## config.mk

```make
export PLATFORM = sky130hd
export DESIGN_NAME = muldiv_sequencer_flat
export DESIGN_NICKNAME = d
export VERILOG_FILES = /design/src/rtl/muldiv_sequencer_if.sv /design/src/rtl/muldiv_sequencer.sv /design/src/flat_wrapper.sv
export SDC_FILE = /design/constraint.sdc
export NUM_CORES = 1
export LEC_CHECK = 0
export CORE_ASPECT_RATIO = 1.4
export CORE_MARGIN = 2
export CORE_UTILIZATION = 56
export CTS_CLUSTER_SIZE = 10
export DETAILED_ROUTE_END_ITERATION = 8
export PLACE_DENSITY = 0.77
export SYNTH_ARGS = -nofsm -noshare
export SYNTH_HDL_FRONTEND = slang
export SYNTH_SLANG_ARGS = --single-unit
```

## constraint.sdc

```tcl
create_clock -name clock -period 4.4 [get_ports clock]
set_input_delay 1.32 -clock clock [delete_from_list [all_inputs] [get_ports clock]]
set_output_delay 1.32 -clock clock [all_outputs]
set_load 0.03 [all_outputs]
```

## src/rtl/muldiv_sequencer_if.sv

```systemverilog
// muldiv_sequencer_if: decoder-side request bundle and HI/LO result view
// for the iterative multiply/divide sequencer.
interface muldiv_sequencer_if #(
    parameter int WIDTH = 32
);
    logic             start;
    logic             op_div;
    logic             signed_op;
    logic [WIDTH-1:0] read_data_1;
    logic [WIDTH-1:0] read_data_2;
    logic             hi_we;
    logic             lo_we;
    logic [WIDTH-1:0] write_data;
    logic [WIDTH-1:0] hi;
    logic [WIDTH-1:0] lo;
    logic             busy;
    logic             done;
    logic             div_by_zero;

    modport master (
        output start,
        output op_div,
        output signed_op,
        output read_data_1,
        output read_data_2,
        output hi_we,
        output lo_we,
        output write_data,
        input  hi,
        input  lo,
        input  busy,
        input  done,
        input  div_by_zero
    );

    modport slave (
        input  start,
        input  op_div,
        input  signed_op,
        input  read_data_1,
        input  read_data_2,
        input  hi_we,
        input  lo_we,
        input  write_data,
        output hi,
        output lo,
        output busy,
        output done,
        output div_by_zero
    );
endinterface

```

## src/rtl/muldiv_sequencer.sv

```systemverilog
// muldiv_sequencer: radix-2 iterative MULT/MULTU/DIV/DIVU owning HI/LO.
// Define MULDIV_SIGNED_EN to honour signed_op; otherwise every op is unsigned.
module muldiv_sequencer #(
    parameter int WIDTH = 32
) (
    input logic               clock,
    input logic               reset,
    muldiv_sequencer_if.slave bus
);
    localparam int CW = $clog2(WIDTH);

    typedef enum logic [1:0] {
        IDLE,
        CALC,
        FINISH
    } state_t;

    state_t state;
    state_t state_next;

    logic [CW-1:0]      count;
    logic [2*WIDTH-1:0] acc;
    logic [WIDTH-1:0]   opnd;
    logic               is_div;
    logic               dbz;
    logic [WIDTH-1:0]   hi_q;
    logic [WIDTH-1:0]   lo_q;
    logic               done_q;
    logic               dbz_flag;

    logic               accept;
    logic               zero_div;
    logic [WIDTH-1:0]   mag_a;
    logic [WIDTH-1:0]   mag_b;
    logic               sign_a;
    logic               sign_b;

    assign accept   = (state == IDLE) && bus.start;
    assign zero_div = bus.op_div && (bus.read_data_2 == '0);

`ifdef MULDIV_SIGNED_EN
    logic neg_res;
    logic neg_rem;

    assign sign_a = bus.signed_op && bus.read_data_1[WIDTH-1];
    assign sign_b = bus.signed_op && bus.read_data_2[WIDTH-1];
    assign mag_a  = sign_a ? -bus.read_data_1 : bus.read_data_1;
    assign mag_b  = sign_b ? -bus.read_data_2 : bus.read_data_2;
`else
    logic unused_signed_op;

    assign unused_signed_op = bus.signed_op;
    assign sign_a = 1'b0;
    assign sign_b = 1'b0;
    assign mag_a  = bus.read_data_1;
    assign mag_b  = bus.read_data_2;
`endif

    // Multiply step: add multiplicand into the upper half when the
    // current multiplier bit (acc[0]) is set, then shift right.
    logic [WIDTH:0]     mul_sum;
    logic [2*WIDTH-1:0] mul_next;

    assign mul_sum  = {1'b0, acc[2*WIDTH-1:WIDTH]}
                    + (acc[0] ? {1'b0, opnd} : '0);
    assign mul_next = {mul_sum, acc[WIDTH-1:1]};

    // Divide step: upper half is the partial remainder, lower half
    // shifts the dividend out and the quotient bits in.
    logic [WIDTH:0]     div_shift;
    logic [WIDTH:0]     div_trial;
    logic [2*WIDTH-1:0] div_next;

    assign div_shift = {acc[2*WIDTH-1:WIDTH], acc[WIDTH-1]};
    assign div_trial = div_shift - {1'b0, opnd};

    always_comb begin
        div_next = {div_shift[WIDTH-1:0], acc[WIDTH-2:0], 1'b0};
        if (!div_trial[WIDTH]) begin
            div_next = {div_trial[WIDTH-1:0], acc[WIDTH-2:0], 1'b1};
        end
    end

    logic [2*WIDTH-1:0] prod;
    logic [WIDTH-1:0]   quo;
    logic [WIDTH-1:0]   rem;

    always_comb begin
        prod = acc;
        quo  = acc[WIDTH-1:0];
        rem  = acc[2*WIDTH-1:WIDTH];
`ifdef MULDIV_SIGNED_EN
        if (neg_res) begin
            prod = -acc;
            quo  = -acc[WIDTH-1:0];
        end
        if (neg_rem) begin
            rem = -acc[2*WIDTH-1:WIDTH];
        end
`endif
    end

    always_comb begin
        state_next = state;
        unique case (state)
            IDLE: begin
                if (bus.start) begin
                    state_next = zero_div ? FINISH : CALC;
                end
            end
            CALC: begin
                if (count == CW'(WIDTH - 1)) begin
                    state_next = FINISH;
                end
            end
            FINISH: state_next = IDLE;
            default: state_next = IDLE;
        endcase
    end

    always_ff @(posedge clock) begin
        if (reset) begin
            state <= IDLE;
        end else begin
            state <= state_next;
        end
    end

    always_ff @(posedge clock) begin
        if (reset) begin
            count    <= '0;
            acc      <= '0;
            opnd     <= '0;
            is_div   <= 1'b0;
            dbz      <= 1'b0;
            hi_q     <= '0;
            lo_q     <= '0;
            done_q   <= 1'b0;
            dbz_flag <= 1'b0;
`ifdef MULDIV_SIGNED_EN
            neg_res  <= 1'b0;
            neg_rem  <= 1'b0;
`endif
        end else begin
            done_q <= (state == FINISH);
            unique case (state)
                IDLE: begin
                    if (accept) begin
                        count    <= '0;
                        dbz_flag <= 1'b0;
                        is_div   <= bus.op_div;
                        dbz      <= zero_div;
`ifdef MULDIV_SIGNED_EN
                        neg_res  <= sign_a ^ sign_b;
                        neg_rem  <= bus.op_div && sign_a;
`endif
                        if (zero_div) begin
                            acc  <= {{WIDTH{1'b0}}, bus.read_data_1};
                            opnd <= '0;
                        end else if (bus.op_div) begin
                            acc  <= {{WIDTH{1'b0}}, mag_a};
                            opnd <= mag_b;
                        end else begin
                            acc  <= {{WIDTH{1'b0}}, mag_b};
                            opnd <= mag_a;
                        end
                    end else begin
                        if (bus.hi_we) begin
                            hi_q <= bus.write_data;
                        end
                        if (bus.lo_we) begin
                            lo_q <= bus.write_data;
                        end
                    end
                end
                CALC: begin
                    acc   <= is_div ? div_next : mul_next;
                    count <= count + CW'(1);
                end
                FINISH: begin
                    if (dbz) begin
                        hi_q     <= acc[WIDTH-1:0];
                        lo_q     <= '1;
                        dbz_flag <= 1'b1;
                    end else if (is_div) begin
                        hi_q <= rem;
                        lo_q <= quo;
                    end else begin
                        {hi_q, lo_q} <= prod;
                    end
                end
                default: ;
            endcase
        end
    end

    assign bus.hi          = hi_q;
    assign bus.lo          = lo_q;
    assign bus.busy        = (state != IDLE);
    assign bus.done        = done_q;
    assign bus.div_by_zero = dbz_flag;
endmodule

```

## src/flat_wrapper.sv

```systemverilog
// flat-port wrapper written by rule: the top's interface ports become plain ports
module muldiv_sequencer_flat 
#(
    parameter int WIDTH = 32
)
  (clock, reset, bus_start, bus_op_div, bus_signed_op, bus_read_data_1, bus_read_data_2, bus_hi_we, bus_lo_we, bus_write_data, bus_hi, bus_lo, bus_busy, bus_done, bus_div_by_zero);
  muldiv_sequencer_if #(.WIDTH(WIDTH)) bus_i ();
  input logic clock;
  input logic reset;
  input wire logic [$bits(bus_i.start)-1:0] bus_start;
  input wire logic [$bits(bus_i.op_div)-1:0] bus_op_div;
  input wire logic [$bits(bus_i.signed_op)-1:0] bus_signed_op;
  input wire logic [$bits(bus_i.read_data_1)-1:0] bus_read_data_1;
  input wire logic [$bits(bus_i.read_data_2)-1:0] bus_read_data_2;
  input wire logic [$bits(bus_i.hi_we)-1:0] bus_hi_we;
  input wire logic [$bits(bus_i.lo_we)-1:0] bus_lo_we;
  input wire logic [$bits(bus_i.write_data)-1:0] bus_write_data;
  output wire logic [$bits(bus_i.hi)-1:0] bus_hi;
  output wire logic [$bits(bus_i.lo)-1:0] bus_lo;
  output wire logic [$bits(bus_i.busy)-1:0] bus_busy;
  output wire logic [$bits(bus_i.done)-1:0] bus_done;
  output wire logic [$bits(bus_i.div_by_zero)-1:0] bus_div_by_zero;
  assign bus_i.start = bus_start;
  assign bus_i.op_div = bus_op_div;
  assign bus_i.signed_op = bus_signed_op;
  assign bus_i.read_data_1 = bus_read_data_1;
  assign bus_i.read_data_2 = bus_read_data_2;
  assign bus_i.hi_we = bus_hi_we;
  assign bus_i.lo_we = bus_lo_we;
  assign bus_i.write_data = bus_write_data;
  assign bus_hi = bus_i.hi;
  assign bus_lo = bus_i.lo;
  assign bus_busy = bus_i.busy;
  assign bus_done = bus_i.done;
  assign bus_div_by_zero = bus_i.div_by_zero;
  muldiv_sequencer #(.WIDTH(WIDTH)) u_core (.clock(clock), .reset(reset), .bus(bus_i));
endmodule
```

# --- Yosys cells after proc, flatten, opt, wreduce, memory -nomap -nowiden ---
# Cells that the tools add are included.
classes:
  eq_ne: 10
  add_sub_neg: 3
  n_mux: 26
  n_reduce_logical: 13
ops:
  columns: ["cell", "count"]
  rows:
  - ["two-way mux 32 bit", 10]
  - ["two-way mux 64 bit", 4]
  - ["case mux 32 bit (2 select lines)", 2]
  - ["case mux 64 bit (2 select lines)", 1]
  - ["adder 32 x 33 -> 33 bit", 1]
  - ["subtractor 33 x 32 -> 33 bit", 1]
  - ["logical NOT 32 bit", 1]
  - ["case mux 5 bit (2 select lines)", 1]
  - ["AND reduction 3 bit", 3]
  - ["inequality test 2 bit (second input constant)", 4]
  - ["two-way mux 2 bit", 3]
  - ["inequality test 2 x 1 -> 1 bit (second input constant)", 3]
  - ["AND reduction 2 bit", 3]
  - ["nonzero test 2 bit", 3]
  - ["adder 5 x 1 -> 5 bit (second input constant)", 1]
  - ["== test 5 bit (second input constant)", 1]
  - ["two-way mux 5 bit", 1]
  - ["case mux 2 bit (2 select lines)", 1]
  - ["== test 2 x 1 -> 1 bit (second input constant)", 1]
  - ["== test 2 bit (second input constant)", 1]
  - ["logical AND 1 bit", 2]
  - ["logical NOT 2 bit", 1]
  - ["two-way mux 1 bit", 2]
  - ["case mux 1 bit (2 select lines)", 1]
word_totals:
  output_inout_bits: 67
  inputBits: 103
  ff_bits: 171

# --- Logic depth before layout (Yosys ltp) ---
logic_depth:
  word_depth: 5
  mapped_depth: 14
  mapped_depth_nobuf: 13

# --- Worst setup path after synthesis ---
# Ideal clock, no wire load.
synth_path:
  kind: "register -> register"
  from: "register u_core.acc[0]"
  to: "register u_core.acc[55]"
  t_arrival_ps: 3164
  path_buffers: 1
  setup_slack_ps: 1141
  required_ps: 4304
  period_less_slack_ps: 3259
  path_stages_with_launch: 15
  setup_ps: 96
  cell_sequence: "dfxtp_1 > clkbuf_1 > and2_1 > ha_1 > inv_1 > fa_1 > nand2b_1 > a21oi_2 > o2111ai_2 > a2111o_1 > nand2_1 > a21oi_1 > or4_1 > a311o_1 > o41ai_2"
synth_between:
  elab_chain_len: 4
synth_lines:
  columns: ["element", "line", "rtl"]
  rows:
  - ["start, declared", "muldiv_sequencer.sv:22", "logic [2*WIDTH-1:0] acc;"]
  - ["start signal, assigned", "muldiv_sequencer.sv:158", "acc <= {{WIDTH{1'b0}}, bus.read_data_1};"]
  - ["start signal, assigned", "muldiv_sequencer.sv:161", "acc <= {{WIDTH{1'b0}}, mag_a};"]
  - ["start signal, assigned", "muldiv_sequencer.sv:164", "acc <= {{WIDTH{1'b0}}, mag_b};"]
  - ["two-way mux 32 bit", "muldiv_sequencer.sv:65", "+ (acc[0] ? {1'b0, opnd} : '0);"]
  - ["adder 32 x 33 -> 33 bit", "muldiv_sequencer.sv:65", null]
  - ["two-way mux 64 bit", "muldiv_sequencer.sv:177", "acc <= is_div ? div_next : mul_next;"]
  - ["case mux 64 bit (2 select lines)", "muldiv_sequencer.sv:146", "unique case (state)"]
# No other way between the ends.
# A chain may end at the register's enable or synchronous reset.

# --- Worst setup path in the final report ---
layout_path:
  from: "register u_core.acc[31]"
  to: "register u_core.acc[32]"
layout_between:
  elab_chain_len: 4
layout_lines:
  columns: ["element", "line", "rtl"]
  rows:
  - ["subtractor 33 x 32 -> 33 bit", "muldiv_sequencer.sv:75", "assign div_trial = div_shift - {1'b0, opnd};"]
  - ["two-way mux 64 bit (*)", "muldiv_sequencer.sv:79", "if (!div_trial[WIDTH]) begin"]
  - ["two-way mux 64 bit (*)", "muldiv_sequencer.sv:177", null]
  - ["case mux 64 bit (2 select lines) (*)", "muldiv_sequencer.sv:146", null]
# Mark *: on every way between the ends. The rest lies on a longest branch, timed or not.

==> flow_metrics.py <==
metrics = {
    "status": {
        "status": "completed",
    },
    "setup_path": {
        "cp_max_fo": 33,
        "r2r-start": "u_core.acc[31]",
        "worst-r2r-setup-slack_ns": 0.72,
        "setup.worst_path.end": "u_core.acc[32]",
        "path_class": "reg2reg",
        "worstSetupStartpoint": "u_core.acc[31]",
        "cp.required_ns": 4.75,
        "crit_path_end_kind": "flip-flop",
        "reg2reg_to": "u_core.acc[32]",
        "critical_path_arrival_ns": 4.03,
        "rr_worst_depth": 13,
        "worstSetupStartpointType": "flip-flop",
    },
    "clock_tree": {
        "clk_latency_ns": 0.43,
        "hold_buffers": 0,
        "cts.reportedPaths.clkPinSlew_ns": 0.06,
        "cts_tree": "yes",
        "cts_buffers": 17,
        "cts_resized": 0,
        "clkSinkCount": 171,
        "cts_setup_buffers": 0,
        "cts_root_buffer": "clkbuf_16",
        "clk_path_buf_depth": 2,
        "ctsHtreeMaxLevel": 4,
    },
    "power_and_ir_drop": {
        "leakagePower_nw": 5.73,
        "peakVddDrop_v": 0.000268,
        "power_density_nw_per_um2": 301,
    },
    "sta": {
        "tightest_slew_ns": 1.06,
        "finalWorstPathRequiredPeriod_ns": 3.68,
        "setup_viol": 0,
        "rsz0062_at_grt": "no",
        "fin_worst_skew_ns": 0.00757,
        "finalSetupTns_ns": 0,
        "maxSlewViolCount": 0,
        "slew_headroom_pct": 29.3,
        "post-route-period-util_pct": 83.6,
        "max_freq_ghz": 0.272,
        "hold_violations": 0,
    },
    "logic_synthesis": {
        "syn_area_um2": 12400,
        "synth_top_cell_area_share_pct": 27.6,
        "ys_types": 78,
        "synthArstFlopShare_pct": 0,
        "syn_nets": 1720,
        "yosysSeqAreaShare_pct": 27.6,
        "synth_flop_cell": "dfxtp_1",
        "yosys.area.top_type": "dfxtp_1",
        "synthTopCellsByArea": "dfxtp_1 28%, mux2i_1 12%, a211oi_1 8.3%, ha_1 6.7%, nor2_1 5.5%",
        "ys_warn_count": 0,
        "synth_edf_count": 0,
        "syn_inst": 1549,
        "syn_avg_cell_area_um2": 8.01,
        "synth_seq_cells": 171,
    },
    "placement": {
        "gp_congestion": 0.930,
        "port_buffers": 168,
        "hpwl_um": 28000,
        "dpl.cell_count": 1918,
    },
    "layout": {
        "area_delta_synth_final_pct": 19.3,
        "final_common_cell": "nor2_1",
        "register_area_um2": 3430,
        "multi_input_area_um2": 8340,
        "nets": 1811,
        "antennaDiodeCount": 0,
        "final_cell_mix": "179 x nor2_1, 169 x dfxtp_1, 166 x clkdlybuf4s50_1, 153 x mux2i_1, 138 x a211oi_1",
        "final_util_pct": 68.0,
        "final_cells": 1950,
        "fillers": 1925,
        "layout-drive-gt1-share_pct": 5.26,
    },
    "detailed_routing": {
        "route.detailed.drc": 0,
        "drt_iter0_drc": 926,
        "detail-route-antenna-nets": 0,
        "vias": 12096,
        "wl_per_cell_um": 19.3,
        "dr.pass1.iters": 5,
        "vias_per_cell": 6.20,
        "drt-total-wl_um": 37700,
    },
    "global_route": {
        "grt_usage_pct": 32.1,
        "grt_pass1_wl_um": 60600,
        "first_global_vias": 11541,
        "overflow": 0,
        "grt_max_degree": 95,
        "antenna_found_initial": 0,
    },
    "run": {
        "maxCapViolCount": 0,
    },
    "die": {
        "die_x_um": 130,
        "num_rows": 64,
        "initial_core_util_pct": 57.0,
        "coreArea_um2": 21800,
        "io_pins": 170,
        "dieArea_um2": 23400,
        "die_height_um": 180,
    },
    "hold_path": {
        "hold_class": "reg2reg",
    },
}
==> registers in the layout, indices dropped and copies added, names as in the netlist <==
name                    cells
u_core.count                5
u_core.is_div               1
u_core.state                2
u_core.bus.done             1
u_core.acc                 64
u_core.opnd                32
u_core.bus.hi              32
u_core.bus.lo              32
u_core.dbz                  1
u_core.bus.div_by_zero      1
==> how the worst min path moves through the flow <==
stage / from / endpoint / depth (start not counted)
floorplan: u_core.count[4] / u_core.count[4] / 2
global placement: u_core.bus.lo[5] / u_core.bus.lo[5] / 2
detailed placement: u_core.bus.lo[4] / u_core.bus.lo[4] / 2
CTS: u_core.bus.lo[4] / u_core.bus.lo[4] / 2
global route: u_core.bus.lo[19] / u_core.bus.lo[19] / 2
finish: u_core.bus.lo[4] / u_core.bus.lo[4] / 2
==> cells by family after synthesis <==
family          count (synthesis)  share of synthesized area [%]
fa+ha+maj                      68                           6.98
buf+inv                       168                           5.49
compound gates                504                           28.2
xor+xnor                       40                           2.82
mux                           154                           12.4
flops                         171                           27.6
simple gates                  444                           16.5
==> synth_stat cells, drive strengths merged (8+ instances only) <==
master,number
and3,13
o21ai,65
buf,27
xor2,14
mux2i,153
nand2,99
nand2b,18
xnor2,26
ha,66
a21oi,133
nand3,16
nor2,181
and2,34
clkbuf,90
o21a,8
dfxtp,171
o211ai,12
a31oi,11
a211oi,140
a22oi,21
a21o,29
nor2b,10
o221ai,34
nor4,9
inv,50
nor3,25
nand4,15
==> critical path, cell delays in order (launching register included) <==
cell,delay (ns)
dfxtp_1,0.33
inv_1,0.10
ha_1,0.25
fa_1,0.42
nand2b_1,0.19
a21oi_1,0.24
o2111ai_1,0.36
o21ai_0,0.32
nor3_2,0.11
o21ai_1,0.29
and2_1,0.23
buf_12,0.24
mux2_2,0.37
o221ai_1,0.14
==> through the flow <==
stage / total power [W] / area, um^2 / hold slack [ns] / setup slack (ns)
finish: 0.00445 / 14800 / 0.451 / 0.720
global route: 0.00464 / 14800 / 0.466 / 0.450
CTS: 0.00446 / 14800 / 0.452 / 0.684
detailed placement: 0.00287 / 14200 / 0.443 / 0.712
global placement: 0.00285 / 14200 / 0.439 / 0.747
floorplan: 0.00251 / 12400 / 0.452 / 1.14
==> metal layers <==
metal | track usage, % | wire length (um) | vias up
met4 | 12.1 | 1250 | 0
met2 | 50.2 | 17300 | 425
met1 | 43.4 | 16100 | 5685
li1 | - | - | 5923
met5 | 0 | 0 | -
met3 | 6.59 | 3000 | 63
==> power by group <==
group | total [W] | internal (W) | switching (W)
clock | 0.00160 | 0.000964 | 0.000632
sequential | 0.00175 | 0.00164 | 0.000107
combinational | 0.00111 | 0.000476 | 0.000632
==> layout make-up <==
class,count,area share (%)
clock buffers,21,3.04
clock inverters,11,1.14
inverters,51,1.29
multi-input cells,1210,56.3
flip-flops and latches,171,23.1
well taps,297,2.51
repair buffers,189,12.6
(Power assumes the default switching activity.)
